===== src/rtl/ir_sequencer_pkg.sv =====
// ---------------------------------------------------------------------------
// ir_sequencer_pkg
//   Shared types and constants for the 16-bit CPU control path: instruction
//   opcodes, ALU function selects, decoded instruction classes and the
//   fetch/decode/execute sequencer states.
// ---------------------------------------------------------------------------
package ir_sequencer_pkg;

    localparam int unsigned CPU_DATA_WIDTH  = 16;
    localparam int unsigned CPU_ALU_OPCODE  = 4;
    localparam int unsigned OPC_W           = CPU_ALU_OPCODE + 1;
    localparam int unsigned CPU_ALU_SEL_W   = 3;
    localparam int unsigned CPU_MEM_TIMEOUT = 15;

    typedef enum logic [OPC_W-1:0] {
        OP_NOP = 5'b00000,
        OP_LDA = 5'b00001,
        OP_STA = 5'b00010,
        OP_ADD = 5'b00011,
        OP_SUB = 5'b00100,
        OP_AND = 5'b00101,
        OP_OR  = 5'b00110,
        OP_XOR = 5'b00111,
        OP_JMP = 5'b01000,
        OP_JZ  = 5'b01001,
        OP_HLT = 5'b11111
    } opcode_t;

    typedef enum logic [CPU_ALU_SEL_W-1:0] {
        ALU_PASS_B = 3'd0,
        ALU_ADD    = 3'd1,
        ALU_SUB    = 3'd2,
        ALU_AND    = 3'd3,
        ALU_OR     = 3'd4,
        ALU_XOR    = 3'd5
    } alu_sel_t;

    typedef enum logic [2:0] {
        CL_NOP,
        CL_RD,
        CL_WR,
        CL_JMP,
        CL_JZ,
        CL_HLT,
        CL_ILL
    } op_class_t;

    typedef enum logic [2:0] {
        S_IDLE,
        S_FETCH,
        S_DECODE,
        S_EXEC_RD,
        S_EXEC_WR,
        S_HALT
    } seq_state_t;

endpackage


===== src/rtl/ir_sequencer_opcode_decoder.sv =====
// ---------------------------------------------------------------------------
// opcode_decoder
//   Combinational decode of the IR opcode field into an instruction class
//   and the ALU function used during a memory-read execute cycle.
//   opcode_i  in   OPC_W      opcode field from the instruction register
//   class_o   out  op_class_t rd / wr / jmp / jz / hlt / nop / illegal
//   alu_o     out  alu_sel_t  ALU function (PASS_B for non-ALU opcodes)
// ---------------------------------------------------------------------------
module opcode_decoder
    import ir_sequencer_pkg::*;
(
    input  logic [OPC_W-1:0] opcode_i,
    output op_class_t        class_o,
    output alu_sel_t         alu_o
);

    always_comb begin
        class_o = CL_ILL;
        alu_o   = ALU_PASS_B;
        case (opcode_i)
            OP_NOP: class_o = CL_NOP;
            OP_LDA: class_o = CL_RD;
            OP_STA: class_o = CL_WR;
            OP_ADD: begin class_o = CL_RD; alu_o = ALU_ADD; end
            OP_SUB: begin class_o = CL_RD; alu_o = ALU_SUB; end
            OP_AND: begin class_o = CL_RD; alu_o = ALU_AND; end
            OP_OR:  begin class_o = CL_RD; alu_o = ALU_OR;  end
            OP_XOR: begin class_o = CL_RD; alu_o = ALU_XOR; end
            OP_JMP: class_o = CL_JMP;
            OP_JZ:  class_o = CL_JZ;
            OP_HLT: class_o = CL_HLT;
            default: class_o = CL_ILL;
        endcase
    end

endmodule


===== src/rtl/ir_sequencer.sv =====
// ---------------------------------------------------------------------------
// ir_sequencer
//   Fetch/decode/execute controller for the 16-bit CPU. Sole source of
//   loadIR / loadPC / incPC; drives the memory request port and ALU select.
//   iclk       in   clock (rising edge)
//   irst_n     in   synchronous active-low reset
//   istart     in   pulse: leave IDLE and begin fetching
//   opcode     in   opcode field from the instruction register
//   zero_flag  in   accumulator == 0
//   mem_ack    in   memory handshake complete
//   loadIR     out  load fetched word into IR (qualified by mem_ack)
//   incPC      out  PC <= PC+1 (qualified by mem_ack)
//   loadPC     out  PC <= IR address (JMP, taken JZ)
//   addr_sel   out  0: address = PC, 1: address = IR address
//   mem_req    out  memory request, held until mem_ack
//   mem_we     out  write qualifier for mem_req
//   loadACC    out  ACC <= ALU result (qualified by mem_ack)
//   alu_op     out  ALU function select
//   halted     out  in HALT
//   illegal    out  pulse: undefined opcode decoded
//   bus_err    out  sticky memory-timeout flag, cleared only by reset
// ---------------------------------------------------------------------------
module ir_sequencer
    import ir_sequencer_pkg::*;
#(
    parameter int unsigned ALU_OPCODE  = CPU_ALU_OPCODE,
    parameter int unsigned ALU_SEL_W   = CPU_ALU_SEL_W,
    parameter int unsigned MEM_TIMEOUT = CPU_MEM_TIMEOUT
) (
    input  logic                 iclk,
    input  logic                 irst_n,
    input  logic                 istart,
    input  logic [ALU_OPCODE:0]  opcode,
    input  logic                 zero_flag,
    input  logic                 mem_ack,
    output logic                 loadIR,
    output logic                 incPC,
    output logic                 loadPC,
    output logic                 addr_sel,
    output logic                 mem_req,
    output logic                 mem_we,
    output logic                 loadACC,
    output logic [ALU_SEL_W-1:0] alu_op,
    output logic                 halted,
    output logic                 illegal,
    output logic                 bus_err
);

    localparam int unsigned CNT_W = $clog2(MEM_TIMEOUT + 1);

    seq_state_t       state_q, state_d;
    logic [CNT_W-1:0] cnt_q, cnt_d;
    logic             bus_err_q, bus_err_d;
    logic             tmo;
    op_class_t        dec_class;
    alu_sel_t         dec_alu;

    opcode_decoder u_dec (
        .opcode_i (opcode),
        .class_o  (dec_class),
        .alu_o    (dec_alu)
    );

    // Ack in the cycle where the count equals MEM_TIMEOUT still completes;
    // only an unacked cycle at that count raises the bus error.
    assign tmo     = (cnt_q == CNT_W'(MEM_TIMEOUT));
    assign bus_err = bus_err_q;

    always_ff @(posedge iclk) begin
        if (!irst_n) begin
            state_q   <= S_IDLE;
            cnt_q     <= '0;
            bus_err_q <= 1'b0;
        end else begin
            state_q   <= state_d;
            cnt_q     <= cnt_d;
            bus_err_q <= bus_err_d;
        end
    end

    // cnt_d defaults to zero so the counter is clear on entry to every
    // request state, including the direct EXEC_* -> FETCH hand-over.
    always_comb begin
        state_d   = state_q;
        cnt_d     = '0;
        bus_err_d = bus_err_q;
        loadIR    = 1'b0;
        incPC     = 1'b0;
        loadPC    = 1'b0;
        addr_sel  = 1'b0;
        mem_req   = 1'b0;
        mem_we    = 1'b0;
        loadACC   = 1'b0;
        alu_op    = '0;
        halted    = 1'b0;
        illegal   = 1'b0;

        case (state_q)
            S_IDLE: begin
                if (istart) state_d = S_FETCH;
            end
            S_FETCH: begin
                mem_req = 1'b1;
                if (mem_ack) begin
                    loadIR  = 1'b1;
                    incPC   = 1'b1;
                    state_d = S_DECODE;
                end else if (tmo) begin
                    bus_err_d = 1'b1;
                    state_d   = S_HALT;
                end else begin
                    cnt_d = cnt_q + 1'b1;
                end
            end
            S_DECODE: begin
                state_d = S_FETCH;
                case (dec_class)
                    CL_RD:   state_d = S_EXEC_RD;
                    CL_WR:   state_d = S_EXEC_WR;
                    CL_JMP:  loadPC  = 1'b1;
                    CL_JZ:   loadPC  = zero_flag;
                    CL_HLT:  state_d = S_HALT;
                    CL_ILL:  illegal = 1'b1;
                    default: state_d = S_FETCH;
                endcase
            end
            S_EXEC_RD: begin
                mem_req  = 1'b1;
                addr_sel = 1'b1;
                alu_op   = ALU_SEL_W'(dec_alu);
                if (mem_ack) begin
                    loadACC = 1'b1;
                    state_d = S_FETCH;
                end else if (tmo) begin
                    bus_err_d = 1'b1;
                    state_d   = S_HALT;
                end else begin
                    cnt_d = cnt_q + 1'b1;
                end
            end
            S_EXEC_WR: begin
                mem_req  = 1'b1;
                mem_we   = 1'b1;
                addr_sel = 1'b1;
                if (mem_ack) begin
                    state_d = S_FETCH;
                end else if (tmo) begin
                    bus_err_d = 1'b1;
                    state_d   = S_HALT;
                end else begin
                    cnt_d = cnt_q + 1'b1;
                end
            end
            S_HALT: begin
                halted = 1'b1;
            end
            default: state_d = S_IDLE;
        endcase
    end

endmodule


===== config.mk =====
export PLATFORM = sky130hd
export DESIGN_NAME = ir_sequencer
export DESIGN_NICKNAME = d
export VERILOG_FILES = /design/src/rtl/ir_sequencer_pkg.sv /design/src/rtl/ir_sequencer_opcode_decoder.sv /design/src/rtl/ir_sequencer.sv
export SDC_FILE = /design/constraint.sdc
export NUM_CORES = 1
export LEC_CHECK = 0
export CAP_MARGIN = 20
export CELL_PAD_IN_SITES_DETAIL_PLACEMENT = 1
export CELL_PAD_IN_SITES_GLOBAL_PLACEMENT = 2
export CORE_MARGIN = 3
export CORE_UTILIZATION = 21
export DETAILED_ROUTE_END_ITERATION = 7
export GPL_TIMING_DRIVEN = 1
export PLACE_DENSITY_LB_ADDON = 0.1
export SLEW_MARGIN = 20
export SYNTH_ARGS = -nofsm -noshare
export SYNTH_HDL_FRONTEND = slang
export SYNTH_SLANG_ARGS = --single-unit

===== constraint.sdc =====
create_clock -name iclk -period 1.6 [get_ports iclk]
set_input_delay 0.32 -clock iclk [delete_from_list [all_inputs] [get_ports iclk]]
set_output_delay 0.32 -clock iclk [all_outputs]
set_load 0.005 [all_outputs]

* Yosys cells after proc, flatten, opt, wreduce, memory -nomap -nowiden
Index checks and enable logic that the tools add are counted.
** Word-level totals
- Register bits :: 8
- Output and inout bits :: 13
- Logic and storage cells :: 59
** Operators by class
- Add/subtract/negate cells :: 1
- Equality and inequality tests :: 23
- Muxes and demuxes :: 20
- Bitwise logic cells :: 4
- Reduce and logical (&&, ||, !) cells :: 8
** Operators by type and width (number)
- 3-bit one-hot mux with 5 select lines :: 2
- 5-bit by 3-bit == test with 1-bit output (second input constant) :: 4
- 3-bit one-hot mux with 6 select lines :: 1
- 3-bit == test (second input constant) :: 5
- 3-bit two-way mux :: 5
- 3-bit by 2-bit == test with 1-bit output (second input constant) :: 4
- 5-bit by 2-bit == test with 1-bit output (second input constant) :: 2
- 5-bit by 4-bit == test with 1-bit output (second input constant) :: 2
- 1-bit two-way mux :: 10
- 3-bit one-hot mux with 3 select lines :: 1
- 3-bit by 1-bit == test with 1-bit output (second input constant) :: 2
- 6-bit OR reduction :: 1
- 5-bit by 1-bit == test with 1-bit output (second input constant) :: 1
- 5-bit == test (second input constant) :: 1
- 5-bit logical NOT :: 1
- 4-bit by 1-bit adder with 4-bit output (second input constant) :: 1
- 4-bit == test (second input constant) :: 1
- 1-bit NOT :: 4
- 4-bit OR reduction :: 1
- 3-bit logical NOT :: 1
- 3-bit AND reduction :: 1
- 3-bit OR reduction :: 1
- 2-bit != test (second input constant) :: 1
- 1-bit one-hot mux with 2 select lines :: 1
- 2 further kinds :: 2

* Depth between registers and ports, before layout
Gate-level depths: netlist of run 1.
- Depth after elaboration :: 6
- Mapped depth :: 5
- Mapped depth without buffers :: 5

* Cells and area by module
Synthesis of run 1 repeated with hierarchy kept, for this count alone.
** Second synthesis, totals
- Cells, all modules :: 87
- Area total of the unflattened synthesis :: 644.4 µm²
** Modules (own cells, without submodules)
- ir_sequencer :: instances 1, cells an instance 69, area each 545.5 µm², seq. area each 160.2 µm²
- opcode_decoder :: instances 1, cells an instance 18, area each 98.8 µm², seq. area each 0.0 µm²

* Worst setup path before layout of run 1
No wires, ideal clock.
- Kind :: register -> output
- Start :: register state_q[1]
- End :: output illegal
- Data arrival time :: 962 ps
- Data required time :: 1280 ps
- Slack :: 318 ps
- Cell stages (with the launch flop) :: 5
- Path through :: dfxtp_1 > buf_2 > nor3b_2 > o21ai_0 > a21oi_1
** On the way
- Cells in the longest elaborated chain, start to end :: 2
** Ends and longest elaborated chain
- from (decl) :: line ir_sequencer.sv:51 : seq_state_t state_q, state_d;
- from (signal assigned) :: line ir_sequencer.sv:75 : state_q <= state_d;
- 3-bit by 2-bit == test with 1-bit output :: line ir_sequencer.sv:98 : case (state_q)
- 1-bit two-way mux :: line ir_sequencer.sv:98
- to (decl) :: line ir_sequencer.sv:45 : output logic illegal,
No other way between the ends.

* Final worst setup path of run 1
- Start :: register state_q[2]
- End :: output alu_op[0]
** On the way
- Cells in the longest elaborated chain, start to end :: 2
** Ends and longest elaborated chain
- 3-bit by 2-bit == test with 1-bit output :: line ir_sequencer.sv:98
- 3-bit two-way mux :: line ir_sequencer.sv:98
- to (decl) :: line ir_sequencer.sv:43 : output logic [ALU_SEL_W-1:0] alu_op,
No other way between the ends.

==> impl_metrics.toml, run 1 <==
[route]
via_per_inst = 4.66
wl_per_cell_um = 12.8
drc = 0
wirelength_mm = 1.90
vias = 689
ant_nets = 0
dr.pass1.iters = 2
first_iter_violations = 3

[sta]
fin_setup_tns_ns = -0.253
min_period_over_period = 1.04
final-setup-viol-count = 7
setup_ws_ns = -0.0681
slew_headroom = 0.776
fin_crit_ns = 1.67
final_max_slew_viol_count = 0
clock_skew_ns = 0.000707
fmax_mhz = 599
grt_setup_unrepaired = "true"
finalHoldViolations = 0
tightest_slew_ns = 0.334

[clock_tree]
root_buffer = "clkbuf_4"
clock_latency_ns = 0.24
cts_made_buffers = 3
holdBufCountCts = 0
clkSlewWorstSetupHoldPaths_ns = 0.05
cts_tree = "yes"
htree_levels = 1
clock_path_buffers = 2
numClockSinks = 8

[floorplan]
die_y_um = 56.9
pin_count = 23
start_util = 0.233
rows = 17
die-area_um2 = 3240
core_um2 = 2340
fp.dieW_um = 56.9

[yosys]
yosysTopAreaCell = "dfxtp_1"
ys_seq_area_frac = 0.294
synth_seq_cells = 8
synth.top_cell.area_share = 0.294
synth_cell_types = 34
synth_nets = 84
netlist_area_um2 = 544
syn_area_per_cell_um2 = 7.46
synthCells = 73
ys_warn_count = 0
ys_top_cells_by_area = "dfxtp_1 29%, nand3_1 5.5%, o21ai_0 5.5%"

[grt]
grt_max_degree = 7
grt_pass1_vias = 697
gr-usage-all-layers = 0.116
gr-total-overflow = 0
antenna_found_initial = 0
grt_pass1_wl_mm = 3.06

[power]
p_per_area_nw_per_um2 = 492
total_power_w = 0.000507
ir_drop_mv = 0.409
p_leak_nw = 0.472

[cells_and_area]
layout-drive-gt1-share = 0.492
layout.nets = 133
utilization = 0.441
fill_cells = 302
area_delta_synth_final_pct = 89.4
final_common_cell = "buf_4"
final_cell_mix = "19 x buf_4, 8 x buf_6, 7 x dlygate4sd2_1"
antenna_cells = 0

[critical_path]
cp.arrival_ns = 1.35
crit_top_cell = "buf_6"
cpMaxStageDelayCell = "dfxtp_2"
critPathTopFamily = "simple AND/OR/NAND/NOR gates"
worstSetupPathType = "flip-flop to primary output"
crit_path_max_incr_delay_ns = 0.33
startpoint_type = "flip-flop"
crit_path_end_kind = "primary output"
crit_chain = "and2b_2 -> buf_6 -> nand3_4 -> buf_6 -> nor3b_2 -> buf_2"
reg2reg_slack_ns = 0.15
crit_fanout = 4
path_buf_inv = 3
worstPathRequired_ns = 1.28

[placed_design]
dp_worst_setup_slack_ns = -0.527
gp_congestion = 0.704
io_buffers = 22
dpl.hpwl_mm = 1.41

[status]
status = "complete, but fails checks"
violations = "negative setup slack"

[hold_path]
hold_path.class = "flip-flop to flip-flop"

[job]
maxCapViolCount = 0
Yosys cell counts, drive strengths merged:
library cell  n
dfxtp         8
nor2          8
o21ai         8
nand3         7
nand2         6
inv           5
a21oi         4
nor3          3
a31oi         2
buf           2
nor2b         2
nor3b         2
or4           2
a311oi        1
and2          1
and2b         1
and3          1
and3b         1
ha            1
nand2b        1
nand3b        1
nand4         1
o211ai        1
or2           1
or3b          1
xnor2         1
xor2          1
what timing repair did:
action | 4_1_cts | 5_1_grt
gates resized for setup | 68 | 9
setup buffers | 7 | 2
endpoints found under the hold margin | 0 | 0
setup endpoints to repair | 14 | 12
pin swaps | 6 | 2
cells by family (layout without fill, tap and decap cells):
| group | count (synthesis) | in the layout | synth area share |
|---|---|---|---|
| AND/OR/NAND/NOR | 39 | 39 | 0.430 |
| AO/OA/AOI/OAI | 16 | 16 | 0.163 |
| buffers and inverters | 7 | 54 | 0.0575 |
| flip-flops | 8 | 8 | 0.294 |
| adder cells (fa/ha/maj) | 1 | 1 | 0.0230 |
| XOR/XNOR | 2 | 2 | 0.0322 |
metal layers:
metal	GRT usage	part of all wire	vias up
met1	0.141	0.45	324
met5	0	0	-
met4	0.00993	0	0
li1	-	-	354
met2	0.214	0.52	11
met3	0.0276	0.032	0
final cells by class:
cell class / count / area [µm²] / area share
Clock buffer: 3 / 22.5 / 0.0218
Timing Repair Buffer: 46 / 374 / 0.363
Inverter: 5 / 18.8 / 0.0182
Tap cell: 28 / 35.0 / 0.0340
Multi-Input combinational cell: 58 / 414 / 0.402
Sequential cell: 8 / 166 / 0.161
per-stage QoR:
stage               std cells  hold slack, ns  area, µm²
floorplan                  73           0.390        544
global placement          137           0.432        907
detailed placement        137           0.453        907
CTS                       147           0.460       1020
global route              148           0.467       1030
finish                    148           0.451       1030
path summary, 6_finish.rpt:
kind / endpoint / cells after the start / from
setup / recovery: alu_op[0] / 6 / state_q[2]
hold / removal: cnt_q[0] / 1 / cnt_q[0]
setup reg to reg: state_q[1] / 7 / state_q[2]
hold reg to reg: cnt_q[0] / 1 / cnt_q[0]
report_power, final:
group / total [W] / leakage [nW] / switching [W] / internal [W]
Combinational: 0.000150 / 0.392 / 0.0000638 / 0.0000861
Clock: 0.000147 / 0.0138 / 0.0000616 / 0.0000854
Sequential: 0.000210 / 0.0664 / 0.00000613 / 0.000204
Total: 0.000507 / 0.472 / 0.000132 / 0.000376
registers in the layout, summed over array words and instances, names as in the netlist:
signal and cells:
bus_err 1, cnt_q 4, state_q 3
(Power assumes the default switching activity.)
==> run 2: changes to the inputs <==
--- a/config.mk
+++ b/config.mk
@@ -10,6 +10,7 @@
 export CELL_PAD_IN_SITES_GLOBAL_PLACEMENT = 2
 export CORE_MARGIN = 3
 export CORE_UTILIZATION = 21
+export CTS_CLUSTER_DIAMETER = 150
 export DETAILED_ROUTE_END_ITERATION = 7
 export GPL_TIMING_DRIVEN = 1
 export PLACE_DENSITY_LB_ADDON = 0.1
==> results of run 2 <==
Same layout as run 1: the final DEF is identical, and so are final timing and power.
==> run 3: changes to the inputs <==
--- a/config.mk
+++ b/config.mk
@@ -14,6 +14,7 @@
 export DETAILED_ROUTE_END_ITERATION = 7
 export GPL_TIMING_DRIVEN = 1
 export PLACE_DENSITY_LB_ADDON = 0.1
+export RECOVER_POWER = 50
 export SLEW_MARGIN = 20
 export SYNTH_ARGS = -nofsm -noshare
 export SYNTH_HDL_FRONTEND = slang
==> impl_metrics.toml, run 3 (synthesis results as in run 1) <==
[status]
status = "complete, but fails checks"
violations = "negative setup slack"

[critical_path]
r2r_cells = 7
r2r-end = "state_q[1]"
cpMaxStageDelayCell = "dfxtp_2"
worstSetupPathType = "flip-flop to primary output"
crit_fanout = 4
crit_top_cell = "buf_6"
reg2reg_slack_ns = 0.15
r2r-start = "state_q[2]"
startpoint_type = "flip-flop"
crit_chain = "and2b_2 -> buf_6 -> nand3_4 -> buf_6 -> nor3b_2 -> buf_2"
worstPathRequired_ns = 1.28
crit_path_end_kind = "primary output"
cp.arrival_ns = 1.35
crit_path_max_incr_delay_ns = 0.33

[clock_tree]
holdBufCountCts = 0
clock_latency_ns = 0.24
cts_tree = "yes"
numClockSinks = 8
cts_made_buffers = 3
clock_path_buffers = 2
root_buffer = "clkbuf_4"
htree_levels = 1
clkSlewWorstSetupHoldPaths_ns = 0.05

[grt]
gr-total-overflow = 0
gr-usage-all-layers = 0.116
grt_pass1_vias = 697
grt_pass1_wl_mm = 3.06
antenna_found_initial = 0
grt_max_degree = 7

[placed_design]
dp_worst_setup_slack_ns = -0.527
placed_cell_area_um2 = 907
gp_congestion = 0.704
dpl.hpwl_mm = 1.41
placedCellCount = 137
io_buffers = 22

[cells_and_area]
top_register = "cnt_q"
stdcell_area_um2 = 1030
largest_register_ffs = 4
final_common_cell = "buf_4"
final_cell_mix = "19 x buf_4, 8 x buf_6, 7 x o21ai_0, 7 x dlygate4sd2_1, 6 x buf_2"
antenna_cells = 0
fill_cells = 302
layout.nets = 133
layout-drive-gt1-share = 0.492
fin_cells = 148
area_delta_synth_final_pct = 89.4

[floorplan]
fp.dieW_um = 56.9
rows = 17
core_um2 = 2340
pin_count = 23
start_util = 0.233
die-area_um2 = 3240
die_y_um = 56.9

[route]
dr.pass1.iters = 3
via_per_inst = 4.65
wirelength_mm = 1.91
vias = 688
first_iter_violations = 3
drc = 0
wl_per_cell_um = 12.9
ant_nets = 0

[hold_path]
hold_path_end = "cnt_q[0]"
whs_path_depth = 1
hold_path.class = "flip-flop to flip-flop"
min_from = "cnt_q[0]"

[sta]
tightest_slew_ns = 0.334
final_max_slew_viol_count = 0
final-setup-viol-count = 9
clock_skew_ns = 0.000860
min_period_over_period = 1.04
setup_ws_ns = -0.0711
fin_setup_tns_ns = -0.273
finalHoldViolations = 0
grt_setup_unrepaired = "true"
fmax_mhz = 598
fin_crit_ns = 1.67
slew_headroom = 0.776

[power]
total_power_w = 0.000507
p_per_area_nw_per_um2 = 492
ir_drop_mv = 0.409
p_leak_nw = 0.476

[job]
maxCapViolCount = 0
## run 3: cell types whose count changed in the layout (fill, tap and decap cells not counted), sizes merged
cell           delta
dlygate4sd3       +1
clkdlybuf4s50     -1
## run 3: worst max-delay path: cells and delay by family, from the launching register on
| family | cells | cell delay [ns] |
|---|---|---|
| flip-flops | 1 | 0.33 |
| AND/OR/NAND/NOR | 3 | 0.42 |
| buffers and inverters | 3 | 0.35 |
## run 3: report_power, final
part           internal (W)  total [W]  leakage (nW)  switching, W
sequential         0.000204   0.000211        0.0664    0.00000619
combinational     0.0000859   0.000149         0.396     0.0000635
clock             0.0000854   0.000147        0.0138     0.0000616
total              0.000376   0.000507         0.476      0.000131
## run 3: what timing repair did
action                                 in CTS  in global routing
resized for setup                          68                  9
pin swaps                                   6                  2
setup endpoints to repair                  14                 12
endpoints found under the hold margin       0                  0
buffers inserted                            7                  2
cloned                                      0                  0
## run 3: cell type report
type / count / area [µm²] / share of cell area
multi-input combinational: 58 / 414 / 0.402
timing repair buffer: 46 / 374 / 0.363
sequential: 8 / 166 / 0.161
tap: 28 / 35.0 / 0.0340
clock buffer: 3 / 22.5 / 0.0218
inverter: 5 / 18.8 / 0.0182
## run 3: per-stage QoR
step                       util  hold WS (ns)
after floorplan               -         0.390
after global placement    0.388         0.432
after detailed placement  0.388         0.453
after CTS                 0.436         0.460
after global routing      0.441         0.467
final                     0.441         0.451
## run 3: how the worst max path moves through the flow
stage / from / to / cells after the start
finish: state_q[2] / alu_op[0] / 6
floorplan: state_q[1] / illegal / 4
global placement: opcode[2] / loadPC / 5
CTS: state_q[2] / alu_op[0] / 6
detailed placement: opcode[3] / alu_op[0] / 5
global route: state_q[2] / alu_op[0] / 6
## run 3: layer usage
| metal | wire, µm | global-route usage | up-vias |
|---|---|---|---|
| met5 | 0 | 0 | - |
| met4 | 0 | 0.00993 | 0 |
| met3 | 60 | 0.0276 | 0 |
| met2 | 984 | 0.214 | 11 |
| met1 | 860 | 0.141 | 323 |
| li1 | - | - | 354 |
